==> src/rtl/seq_link_pkg.sv <==
// Shared definitions for the 11101 sync-marker serial link (transmitter and detector).
package seq_link_pkg;

    // Frame marker, sent MSB first.
    localparam int              SYNC_W       = 5;
    localparam logic [SYNC_W-1:0] SYNC_PATTERN = 5'b11101;

    // Longest run of payload ones allowed before a stuff 0 is inserted.
    localparam logic [1:0]      RUN_MAX      = 2'd2;

    typedef enum logic [1:0] {
        IDLE  = 2'd0,
        SYNC  = 2'd1,
        DATA  = 2'd2,
        STUFF = 2'd3
    } tx_state_t;

endpackage

==> src/rtl/seq_frame_tx.sv <==
// Serial frame transmitter: sync marker followed by a zero-stuffed payload.
// All outputs are registered; the state register always describes the bit
// currently on dataout, and cnt holds that bit's index within its field.
module seq_frame_tx #(
    parameter int                SYNC_W       = seq_link_pkg::SYNC_W,
    parameter logic [SYNC_W-1:0] SYNC_PATTERN = seq_link_pkg::SYNC_PATTERN,
    parameter int                PAYLOAD_W    = 8
) (
    input  logic                 clock,
    input  logic                 reset,
    input  logic [PAYLOAD_W-1:0] tx_data,
    input  logic                 tx_valid,
    output logic                 tx_ready,
    output logic                 dataout,
    output logic                 frame_active,
    output logic                 stuff_bit
);

    import seq_link_pkg::tx_state_t;
    import seq_link_pkg::IDLE;
    import seq_link_pkg::SYNC;
    import seq_link_pkg::DATA;
    import seq_link_pkg::STUFF;
    import seq_link_pkg::RUN_MAX;

    // Bits still to be sent after the first sync bit goes out at the handshake edge.
    localparam int FR_W  = SYNC_W - 1 + PAYLOAD_W;
    localparam int MAX_W = (SYNC_W > PAYLOAD_W) ? SYNC_W : PAYLOAD_W;
    localparam int CNT_W = $clog2(MAX_W + 1);

    tx_state_t        state, state_n;
    logic [CNT_W-1:0] cnt, cnt_n;
    logic [1:0]       run, run_n;
    logic [FR_W-1:0]  frame_sr, frame_sr_n;
    logic             dout_n, active_n, stuff_n;
    logic             next_bit;

    // Run length of ones after sending one more bit; saturates at RUN_MAX.
    function automatic logic [1:0] run_after(input logic [1:0] run_in, input logic bit_in);
        if (!bit_in)
            return 2'd0;
        if (run_in >= RUN_MAX)
            return RUN_MAX;
        return run_in + 2'd1;
    endfunction

    assign next_bit = frame_sr[FR_W-1];
    assign tx_ready = (state == IDLE);

    // State, counters, shift register and registered line outputs.
    always_ff @(posedge clock) begin
        if (reset) begin
            state        <= IDLE;
            cnt          <= '0;
            run          <= 2'd0;
            frame_sr     <= '0;
            dataout      <= 1'b0;
            frame_active <= 1'b0;
            stuff_bit    <= 1'b0;
        end else begin
            state        <= state_n;
            cnt          <= cnt_n;
            run          <= run_n;
            frame_sr     <= frame_sr_n;
            dataout      <= dout_n;
            frame_active <= active_n;
            stuff_bit    <= stuff_n;
        end
    end

    // Next-state and next-output decode; outputs default to the idle line.
    always_comb begin
        state_n    = state;
        cnt_n      = cnt;
        run_n      = run;
        frame_sr_n = frame_sr;
        dout_n     = 1'b0;
        active_n   = 1'b0;
        stuff_n    = 1'b0;

        case (state)
            IDLE: begin
                run_n = 2'd0;
                if (tx_valid) begin
                    // First sync bit goes out on the handshake edge itself.
                    state_n    = SYNC;
                    cnt_n      = CNT_W'(SYNC_W - 1);
                    frame_sr_n = {SYNC_PATTERN[SYNC_W-2:0], tx_data};
                    dout_n     = SYNC_PATTERN[SYNC_W-1];
                    active_n   = 1'b1;
                end
            end

            SYNC: begin
                active_n   = 1'b1;
                dout_n     = next_bit;
                frame_sr_n = {frame_sr[FR_W-2:0], 1'b0};
                if (cnt == '0) begin
                    // Marker ends in a 1, so the payload starts with a run of one.
                    state_n = DATA;
                    cnt_n   = CNT_W'(PAYLOAD_W - 1);
                    run_n   = run_after(2'd1, next_bit);
                end else begin
                    cnt_n = cnt - CNT_W'(1);
                end
            end

            DATA: begin
                if (run == RUN_MAX) begin
                    // Break the run of ones; cnt stays on the bit just sent.
                    state_n  = STUFF;
                    run_n    = 2'd0;
                    dout_n   = 1'b0;
                    active_n = 1'b1;
                    stuff_n  = 1'b1;
                end else if (cnt == '0) begin
                    state_n = IDLE;
                    run_n   = 2'd0;
                end else begin
                    active_n   = 1'b1;
                    dout_n     = next_bit;
                    frame_sr_n = {frame_sr[FR_W-2:0], 1'b0};
                    cnt_n      = cnt - CNT_W'(1);
                    run_n      = run_after(run, next_bit);
                end
            end

            STUFF: begin
                if (cnt == '0) begin
                    state_n = IDLE;
                    run_n   = 2'd0;
                end else begin
                    state_n    = DATA;
                    active_n   = 1'b1;
                    dout_n     = next_bit;
                    frame_sr_n = {frame_sr[FR_W-2:0], 1'b0};
                    cnt_n      = cnt - CNT_W'(1);
                    run_n      = run_after(2'd0, next_bit);
                end
            end

            default: begin
                state_n = IDLE;
                run_n   = 2'd0;
            end
        endcase
    end

endmodule

==> config.mk <==
export PLATFORM = sky130hd
export DESIGN_NAME = seq_frame_tx
export DESIGN_NICKNAME = d
export VERILOG_FILES = /design/src/rtl/seq_link_pkg.sv /design/src/rtl/seq_frame_tx.sv
export SDC_FILE = /design/constraint.sdc
export NUM_CORES = 1
export LEC_CHECK = 0
export ABC_CLOCK_PERIOD_IN_PS = 2100
export BUFFER_PORTS_ARGS = -buffer_cell sky130_fd_sc_hd__buf_2
export CAP_MARGIN = 20
export CELL_PAD_IN_SITES_DETAIL_PLACEMENT = 0
export CELL_PAD_IN_SITES_GLOBAL_PLACEMENT = 1
export CORE_ASPECT_RATIO = 2
export CORE_MARGIN = 2
export CORE_UTILIZATION = 41
export DETAILED_ROUTE_END_ITERATION = 10
export PLACE_DENSITY_LB_ADDON = 0.05
export SYNTH_ARGS = -nofsm -noshare
export SYNTH_HDL_FRONTEND = slang
export SYNTH_SLANG_ARGS = --single-unit
export TNS_END_PERCENT = 30
==> constraint.sdc <==
create_clock -name clock -period 2.1 [get_ports clock]
set_input_delay 0.315 -clock clock [delete_from_list [all_inputs] [get_ports clock]]
set_output_delay 0.315 -clock clock [all_outputs]
set_load 0.05 [all_outputs]
Word level (Yosys, flattened, before mapping)
Cells that the tools add are included.

storage, ports and cells
  bits in registers = 23
  latch bits = 0
  RAM bits = 0
  ROM bits = 0
  input bits = 11
  output and inout bits = 4
  logic and storage cells = 70
  memories kept = 0

operators by class
  add/subtract/negate cells = 2
  $mul = 0
  div/mod/pow operators = 0
  order comparisons = 1
  equal/unequal tests = 8
  shifts and indexed selects = 0
  mux-type cells = 46
  bitwise logic cells = 1
  reductions and logical operators = 5

operator list
  operator               number
  $pmux W12 S4           1
  $mux W12               3
  $mux W2                15
  $mux W1                18
  $mux W4                4
  $pmux W2 S4            2
  $pmux W4 S4            1
  $pmux W1 S4            2
  $eq A2 B2 Y1 const B   3
  $ne A2 B2 Y1 const B   3
  $logic_not A4 Y1       1
  $sub A4 B1 Y4 const B  1
  $ne A3 B3 Y1 const B   1
  $reduce_and A3 Y1      1
  $add A2 B1 Y2 const B  1
  $eq A2 B1 Y1 const B   1
  $ge A2 B2 Y1 const B   1
  $logic_not A2 Y1       1
  $reduce_and A2 Y1      1
  $reduce_or A2 Y1       1
  $not A1 Y1             1

Longest topological paths before layout
Gate-level depths: netlist (run 1).

  depth after elaboration = 13
  gate-level depth with buffers = 7
  mapped depth without buffers = 6

Least setup slack after synthesis (run 1)
No wires, ideal clock.

  path type = register to register
  start point = register state[0]
  end point = register frame_sr[3]
  setup time = 91 ps
  arrival time = 1,619 ps
  required time = 2,009 ps
  slack = 390 ps
  stages on the path, launching flop included = 6
  path buffers = 2
  clock period less this slack = 1,710 ps
  cell sequence = dfxtp_1 > buf_4 > nor2_1 > clkbuf_1 > nand2_1 > a311oi_1

between the ends
  cells in the longest elaborated chain, start to end = 3
  elaborated cells between the ends (all ways) = 8
  those cells by class = eq/ne (5); mux (1); reduce/logical (2)

ends and longest elaborated chain
  what                         line                source
  start, declared              seq_frame_tx.sv:31  tx_state_t state, state_n;
  start signal, assigned       seq_frame_tx.sv:61  state <= state_n;
  $logic_not A2 Y1 (*)         -
  via tx_ready                 seq_frame_tx.sv:13  output logic tx_ready,
  $ne A2 B2 Y1 (no line)       -
  $reduce_and A2 Y1 (no line)  -
  end signal, assigned         seq_frame_tx.sv:64  frame_sr <= frame_sr_n;
  end, declared                seq_frame_tx.sv:34  logic [FR_W-1:0] frame_sr, frame_sr_n;

Mark *: on every way through the listed nets, which the timed path passes. The rest lies on a longest branch.
A chain may end at the register's enable or synchronous reset.

Final worst setup path (run 1)
  start point = register state[0]
  end point = output port tx_ready

between the ends
  cells in the longest elaborated chain, start to end = 1

ends and longest elaborated chain
  what              line                source
  $logic_not A2 Y1  seq_frame_tx.sv:48  assign tx_ready = (state == IDLE);
  end, declared     seq_frame_tx.sv:13

No other way between the ends.

==> qor.yml, run 1 <==
worst_setup_path:
  r2r_end: "frame_sr[3]"
  worst-path-max-fanout: 11
  required_ps: 1780
  reg2reg_setup_slack_ps: 340
  cp-startpoint: "state[0]"
  worstPathArrival_ps: 1470
  reg2regPathDepth: 7
  start_kind: "flop"
  regToRegStartpoint: "cnt[0]"
  crit_type: "reg -> out"
  end_kind: "primary output"
worst_hold_path:
  holdPathEnd: "frame_sr[0]"
  holdCritPathClass: "in -> reg"
  hp-start: "tx_data[0]"
  holdPathStages: 3
detailed_routing:
  wirelength_mm: 2.52
  wl_met1_mm: 1.05
  dr.max_layer_used: "met4"
  drtAntennaViolNets: 0
  vias_per_cell: 5.78
  wl_per_cell_um: 14.6
  routed-wl-met3_um: 75
  wl_met2_mm: 1.35
  dr.pass1.iters: 5
  dr.first_iter.drc_count: 28
  vias: 995
  drc: 0
cells_and_area:
  drive_gt1_share_pct: 22.2
  diodes: 0
  nFillCells: 285
  areaGrowthSynthToFinish_pct: 12.2
  post-route-util_pct: 48.2
  nNetsFinal: 157
  stdcell_area_um2: 1240
clock_tree:
  root_buffer: "clkbuf_8"
  path_clk_slew_ps: 80
  cts_tree: "built"
  post_cts_buffers: 0
  clkLatencyLatePin_ps: 260
  postCtsResizedCells: 0
  ctsHoldBuffers: 0
  cts_sinks: 23
  cts_buffers: 3
  cts.path.max_buffers: 2
  htree_levels: 1
synthesis:
  synth_edf_count: 0
  synth_seq_cells: 23
  yosysWarnings: 0
  ys_seq_area_share_pct: 41.7
  synthCells: 129
  synth_area_um2: 1100
  syn_area_per_cell_um2: 8.56
  ys_types: 34
  ys.flop_type: "dfxtp_1"
  syn_nets: 141
  synthArstFlopShare_pct: 0
die:
  core_area_um2: 2570
  num_rows: 26
  die_area_um2: 3150
  start_util_pct: 43.0
  ios: 15
  die_x_um: 40.7
  die_h_um: 77.4
global_route:
  grt_max_degree: 24
  grt_pass1_wl_mm: 4.24
  grt_use_total_pct: 18.9
  overflow: 0
  antenna_found_initial: 0
  grt_pass1_vias: 934
placement:
  placed_cell_area_um2: 1190
  dp.final_hpwl_mm: 1.87
  place_congestion: 0.747
  io_buffer_count: 14
timing:
  slew_headroom_pct: 68.1
  worst_slew_pin_slew_ps: 478
  fin_skew_ps: 3.60
  fmax_ghz: 0.560
  tns_ps: 0
  hold_viol: 0
  final_max_slew_viol_count: 0
  rsz0062_at_grt: "no"
  period_share_pct: 85.0
  setup_viol: 0
  fin_crit_ps: 1790
outcome:
  status: "complete, no violations"
power:
  p_per_area_nw_per_um2: 1210
  vdd_ir_drop_max_mv: 0.501
  finalPower_uw: 1500
  p_leak_uw: 0.000485
job:
  drv_cap: 0
cell usage after synthesis (2+ instances only):
| cell type | instances | area share, % |
|---|---|---|
| nand3_1 | 4 | 1.8 |
| nor3_1 | 5 | 2.3 |
| a21o_1 | 2 | 1.4 |
| a21oi_1 | 8 | 3.6 |
| a211oi_1 | 5 | 3.4 |
| buf_4 | 2 | 1.4 |
| nor3b_1 | 2 | 1.4 |
| inv_1 | 2 | 0.68 |
| clkbuf_1 | 2 | 0.68 |
| dfxtp_1 | 23 | 42 |
| nor2_1 | 17 | 5.8 |
| or3b_2 | 2 | 1.6 |
| nand2_1 | 13 | 4.4 |
| o21ai_0 | 12 | 5.4 |
| a311oi_1 | 9 | 7.1 |
| buf_2 | 3 | 1.4 |
state kept, by name, summed over array words and instances, names as in the netlist:
register and count:
stuff_bit 1, cnt 4, frame_sr 12, state 2
run 2, frame_active 1, dataout 1
cell type report:
class                   count  area [um2]  share of cell area, %
clock buffers               4        45.0                   3.63
inverters                   2        7.51                  0.605
well taps                  28        35.0                   2.83
repair buffers             20         115                   9.28
flip-flops and latches     23         460                   37.1
multi-input cells          95         577                   46.5
routing by layer:
layer  GRT usage (%)  vias up
li1                -      498
met1            22.4      475
met2            31.4       18
met3            2.57        4
met4            8.00        0
met5               0        -
cell usage in the layout, fill, tap and decap left out, types with 2 or more instances in the layout:
cell type,n
o21ai_0,12
a21o_1,2
a211oi_1,5
nor2_1,17
nor3_1,5
a21oi_1,8
nand3_1,4
buf_4,6
buf_2,14
dfxtp_1,23
nor3b_1,2
inv_1,2
nand2_1,13
clkbuf_8,3
a311oi_1,9
or3b_2,2
how the worst max path moves through the flow:
stage             endpoint  depth (start not counted)
2_1_floorplan  frame_sr[3]                          5
3_3_place_gp        cnt[2]                          6
3_5_place_dp   frame_sr[3]                          7
4_1_cts           tx_ready                          3
5_1_grt           tx_ready                          3
6_report          tx_ready                          3
power breakdown:
group          leakage (uW)  internal [uW]  switching, uW
clock network     0.0000228            135            135
registers          0.000190            536           92.3
logic              0.000273            245            355
stage by stage:
stage               std cells  setup WS [ps]  hold slack (ps)
detailed placement        168            335              472
global placement          168            445              471
floorplan                 129            390              387
CTS                       172            314              312
global route              172            216              308
finish                    172            314              312
worst max-delay path: stages (launching register included):
cell,delay [ps]
dfxtp_1,430
buf_4,220
nor2_1,240
buf_2,330
cell families (layout without fill, tap and decap cells):
group / Yosys count / count (layout) / share of synthesized area (%)
adders and majority gates: 1 / 1 / 1.13
AOI/OAI and AO/OA: 42 / 42 / 26.5
buffers and inverters: 11 / 26 / 6.12
DFF: 23 / 23 / 41.7
and+or+nand+nor: 52 / 52 / 24.6
Note: power is estimated with default switching activity, not from simulation.
==> inputs of run 2 (changes only) <==
--- a/config.mk
+++ b/config.mk
@@ -11,7 +11,7 @@
 export CELL_PAD_IN_SITES_DETAIL_PLACEMENT = 0
 export CELL_PAD_IN_SITES_GLOBAL_PLACEMENT = 1
-export CORE_ASPECT_RATIO = 2
 export CORE_MARGIN = 2
-export CORE_UTILIZATION = 41
+export CORE_UTILIZATION = 44
+export CTS_BUF_LIST = sky130_fd_sc_hd__clkbuf_8
 export DETAILED_ROUTE_END_ITERATION = 10
 export PLACE_DENSITY_LB_ADDON = 0.05
==> constraint.sdc (replaced) <==
create_clock -name clock -period 2.1 [get_ports clock]
set_input_delay 0.105 -clock clock [delete_from_list [all_inputs] [get_ports clock]]
set_output_delay 0.105 -clock clock [all_outputs]
set_load 0.05 [all_outputs]
==> run 2 against run 1 <==
Power down 0.45%. Sequential share of layout area up 0.11 points. Clock power about the same. Clock skew down 0.81 ps. Non-clock buffer count down 1. Cell area down 0.30%. Register-to-register slack better by 30 ps. Global-route usage down 1.4 points. Fmax down 4.8%. Via count down 4.2%. Combinational power about the same.
==> qor.yml, run 2 (same netlist as run 1, synthesis figures left out) <==
outcome:
  status: "complete, no violations"
cells_and_area:
  areaGrowthSynthToFinish_pct: 11.9
  largest_reg_flops: 12
  drive_gt1_share_pct: 22.4
  nFillCells: 248
  top_register: "frame_sr"
  top_regs: "frame_sr x12, cnt x4"
  diodes: 0
  nNetsFinal: 156
  layout_commonest_cell: "dfxtp_1"
  mostFrequentLayoutCells: "23 x dfxtp_1, 17 x nor2_1, 14 x buf_2"
  post-route-util_pct: 50.8
die:
  ios: 15
  die_area_um2: 2930
  start_util_pct: 45.4
  die_x_um: 54.1
  core_area_um2: 2430
  die_h_um: 54.1
  num_rows: 18
detailed_routing:
  dr.first_iter.drc_count: 23
  drc: 0
  vias: 953
  dr.pass1.iters: 4
  vias_per_cell: 5.51
  wl_per_cell_um: 13.5
  drtAntennaViolNets: 0
  wirelength_mm: 2.34
clock_tree:
  cts_tree: "built"
  cts_buffers: 3
  path_clk_slew_ps: 80
  ctsHoldBuffers: 0
  htree_levels: 1
  clkLatencyLatePin_ps: 260
  postCtsResizedCells: 0
  cts.path.max_buffers: 2
  root_buffer: "clkbuf_8"
  post_cts_buffers: 0
  cts_sinks: 23
worst_setup_path:
  crit_type: "reg -> out"
  reg2reg_setup_slack_ps: 370
  r2r_end: "frame_sr[7]"
  start_kind: "flop"
  crit_family: "simple AND/OR/NAND/NOR gates"
  worst-path-max-fanout: 14
  endpoint: "tx_ready"
  regToRegStartpoint: "cnt[0]"
  crit_chain: "nor2_1 > buf_2"
  cp-startpoint: "state[0]"
  required_ps: 2000
  cp_num_cells: 2
  crit_buf_inv: 1
  crit_path_top_delay_cell: "nor2_1"
  end_kind: "primary output"
  reg2regPathDepth: 7
  cp_slowest_stage_delay_ps: 680
  worstPathArrival_ps: 1770
timing:
  period_share_pct: 89.4
  slew_headroom_pct: 44.7
  fmax_ghz: 0.533
  final_max_slew_viol_count: 0
  worst_slew_pin_slew_ps: 827
  rsz0062_at_grt: "no"
  tns_ps: 0
  hold_viol: 0
  fin_skew_ps: 2.80
  setup_viol: 0
  fin_crit_ps: 1880
worst_hold_path:
  holdCritPathClass: "in -> reg"
job:
  drv_cap: 0
power:
  swShare_pct: 39.3
  internal_power_uw: 906
  p_clk_share_pct: 18.3
  p_sw_uw: 585
  p_leak_uw: 0.000484
  p_per_area_nw_per_um2: 1210
  p_seq_share_pct: 41.6
  vdd_ir_drop_max_mv: 0.654
  finalPower_uw: 1490
  combPwrFrac_pct: 40.1
placement:
  io_buffer_count: 14
  place_congestion: 0.789
  dp.final_hpwl_mm: 1.64
global_route:
  overflow: 0
  grt_use_total_pct: 17.5
  antenna_found_initial: 0
  grt_max_degree: 24
  grt_pass1_vias: 813
  grt_pass1_wl_mm: 3.66
-- run 2: cell count changes in the layout (fill, tap and decap cells not counted), sizes merged --
cell / before / now
clkbuf: 4 / 3
clkinv: 0 / 1
buf: 20 / 19
-- run 2: stage by stage --
stage               area [um2]  hold slack, ps  worst slack [ps]  cells
global route              1240            89.0               101    173
CTS                       1240            90.3               175    173
floorplan                 1100             177               390    129
detailed placement        1190             374               381    169
finish                    1240            94.2               224    173
global placement          1190             364               375    169
-- run 2: worst min-delay path, stage by stage --
cell and delay, ps:
buf_2 90, nand3_1 50, a21oi_1 60
-- run 2: area by class of cell --
type	count	area (um2)	share of cell area [%]
Clock buffer	3	41.3	3.34
Clock inverter	1	5.00	0.405
Inverter	2	7.51	0.607
Multi-Input combinational cell	95	577	46.7
Sequential cell	23	460	37.2
Tap cell	30	37.5	3.04
Timing Repair Buffer	19	108	8.70
-- run 2: how the worst min path moves through the flow --
stage / depth (start not counted) / end / startpoint
floorplan: 1 / frame_sr[1] / reset
global placement: 3 / frame_sr[0] / tx_data[0]
detailed placement: 3 / frame_sr[0] / tx_data[0]
CTS: 3 / frame_sr[0] / tx_data[0]
global route: 3 / frame_sr[0] / tx_data[0]
finish: 3 / frame_sr[0] / tx_data[0]
-- run 2: power groups by stage --
stage	Clock, uW	Combinational (uW)	Sequential [uW]
3_3_place_gp	0	593	627
6_report	273	597	621
2_1_floorplan	0	459	623
3_5_place_dp	0	596	631
4_1_cts	285	600	620
5_1_grt	296	660	635
-- run 2: per-layer routing --
layer	routed length, um	part of all wire (%)	up-vias	GRT usage [%]
met5	0	0	-	0
li1	-	-	499	-
met2	1050	45	8	27.4
met4	10	0.43	0	6.25
met3	50	2.1	2	3.33
met1	1220	52	444	23.9
==> inputs of run 3 (changes only) <==
--- a/config.mk
+++ b/config.mk
@@ -15,5 +15,6 @@
 export CTS_BUF_LIST = sky130_fd_sc_hd__clkbuf_8
 export DETAILED_ROUTE_END_ITERATION = 10
-export PLACE_DENSITY_LB_ADDON = 0.05
+export GPL_ROUTABILITY_DRIVEN = 0
+export PLACE_DENSITY_LB_ADDON = 0.3
 export SYNTH_ARGS = -nofsm -noshare
 export SYNTH_HDL_FRONTEND = slang
==> constraint.sdc (replaced) <==
create_clock -name clock -period 2.1 [get_ports clock]
set_input_delay 0.105 -clock clock [delete_from_list [all_inputs] [get_ports clock]]
set_output_delay 0.105 -clock clock [all_outputs]
set_load 0.02 [all_outputs]
==> run 3 against run 2 <==
Combinational power decreased by 5.7%. First-iteration DRC count decreased by 43%. Via count decreased by 0.10%. Fmax increased by 7.6%. Sequential power about the same. Sequential share of layout area about the same. Cell area decreased by 0.10%. Global-route usage increased by 0.61 points. Non-clock buffer count unchanged. Register-to-register slack about the same. Power decreased by 2.7%. Count of clock-buffer cells in the layout unchanged. Critical endpoint unchanged.
==> qor.yml, run 3 (same netlist as run 1, synthesis figures left out) <==
outcome:
  status: "complete, no violations"
global_route:
  overflow: 0
  grt_max_degree: 24
  grt_pass1_vias: 845
  antenna_found_initial: 0
  grt_pass1_wl_mm: 3.85
  grt_use_total_pct: 18.1
timing:
  slew_headroom_pct: 71.7
  fin_skew_ps: 3.44
  fin_crit_ps: 1740
  setup_viol: 0
  hold_slack_ps: 99.8
  tns_ps: 0
  period_share_pct: 83.0
  rsz0062_at_grt: "no"
  final_max_slew_viol_count: 0
  hold_viol: 0
  fmax_ghz: 0.574
  worst_slew_pin_slew_ps: 423
placement:
  io_buffer_count: 14
  dp.final_hpwl_mm: 1.59
  dp.cells: 169
clock_tree:
  cts_tree: "built"
  htree_levels: 1
  cts_buffers: 3
  cts.path.max_buffers: 2
  cts_sinks: 23
  ctsHoldBuffers: 0
  root_buffer: "clkbuf_8"
  path_clk_slew_ps: 80
  post_cts_buffers: 0
  postCtsResizedCells: 0
  clkLatencyLatePin_ps: 260
worst_setup_path:
  end_kind: "primary output"
  worstPathArrival_ps: 1640
  start_kind: "flop"
  required_ps: 2000
  reg2reg_setup_slack_ps: 370
  reg2regPathDepth: 7
  crit_type: "reg -> out"
  worst-path-max-fanout: 10
  r2r_end: "frame_sr[6]"
  regToRegStartpoint: "cnt[0]"
power:
  p_per_area_nw_per_um2: 1180
  vdd_ir_drop_max_mv: 0.593
  p_leak_uw: 0.000484
cells_and_area:
  areaGrowthSynthToFinish_pct: 11.8
  top_register: "frame_sr"
  nFillCells: 254
  diodes: 0
  layout_commonest_cell: "dfxtp_1"
  final_cells: 173
  mostFrequentLayoutCells: "23 x dfxtp_1, 17 x nor2_1, 14 x buf_2"
  top_regs: "frame_sr x12, cnt x4"
  drive_gt1_share_pct: 21.7
  nNetsFinal: 156
  largest_reg_flops: 12
die:
  start_util_pct: 45.4
  ios: 15
  die_x_um: 54.1
  core_area_um2: 2430
  num_rows: 18
  die_h_um: 54.1
  die_area_um2: 2930
detailed_routing:
  vias: 952
  drc: 0
  vias_per_cell: 5.50
  wl_per_cell_um: 12.9
  dr.pass1.iters: 4
  dr.first_iter.drc_count: 13
  wirelength_mm: 2.23
  drtAntennaViolNets: 0
worst_hold_path:
  hp-start: "tx_data[5]"
  holdCritPathClass: "in -> reg"
  holdPathEnd: "frame_sr[5]"
  holdPathStages: 3
job:
  drv_cap: 0
run 3: cell types whose count changed in the layout (fill, tap and decap cells not counted):
cell      previous run  this run
inv_1                2         3
clkinv_2             1         0
run 3: worst max-delay path, cell delays in order (launching register included):
cell     delay [ps]
dfxtp_1         410
buf_4           210
nor2_1          340
buf_4           240
buf_2           170
run 3: metrics by stage:
step	power [uW]	utilization [%]	area, um2	setup slack (ps)
2_1_floorplan	1050	-	1100	543
6_report	1450	50.8	1230	357
3_3_place_gp	1190	48.9	1190	454
3_5_place_dp	1190	48.9	1190	392
4_1_cts	1470	50.8	1230	355
5_1_grt	1570	50.8	1230	201
run 3: worst max-delay path by stage:
stage               startpoint           to  depth (start not counted)
floorplan               cnt[0]       run[1]                          6
global placement      state[1]       run[1]                          5
detailed placement      cnt[0]  frame_sr[6]                          7
CTS                   state[0]     tx_ready                          4
global route            cnt[0]  frame_sr[3]                          7
finish                state[0]     tx_ready                          4
run 3: metal layers:
metal	part of all wire [%]	GRT usage, %
met1	51	26.3
met2	43	25.8
met3	4.9	3.89
met4	1.1	7.08
met5	0	0
run 3: final cells by class:
| class | instances | area [um2] | area share [%] |
|---|---|---|---|
| tap | 30 | 37.5 | 3.04 |
| multi-input combinational | 95 | 577 | 46.7 |
| clock buffer | 3 | 41.3 | 3.34 |
| timing repair buffer | 19 | 108 | 8.71 |
| sequential | 23 | 460 | 37.3 |
| clock inverter | 1 | 3.75 | 0.304 |
| inverter | 2 | 7.51 | 0.608 |
run 3: power breakdown:
group	switching, uW	internal (uW)
combinational	323	240
sequential	82.3	536
clock	139	131
total	545	907
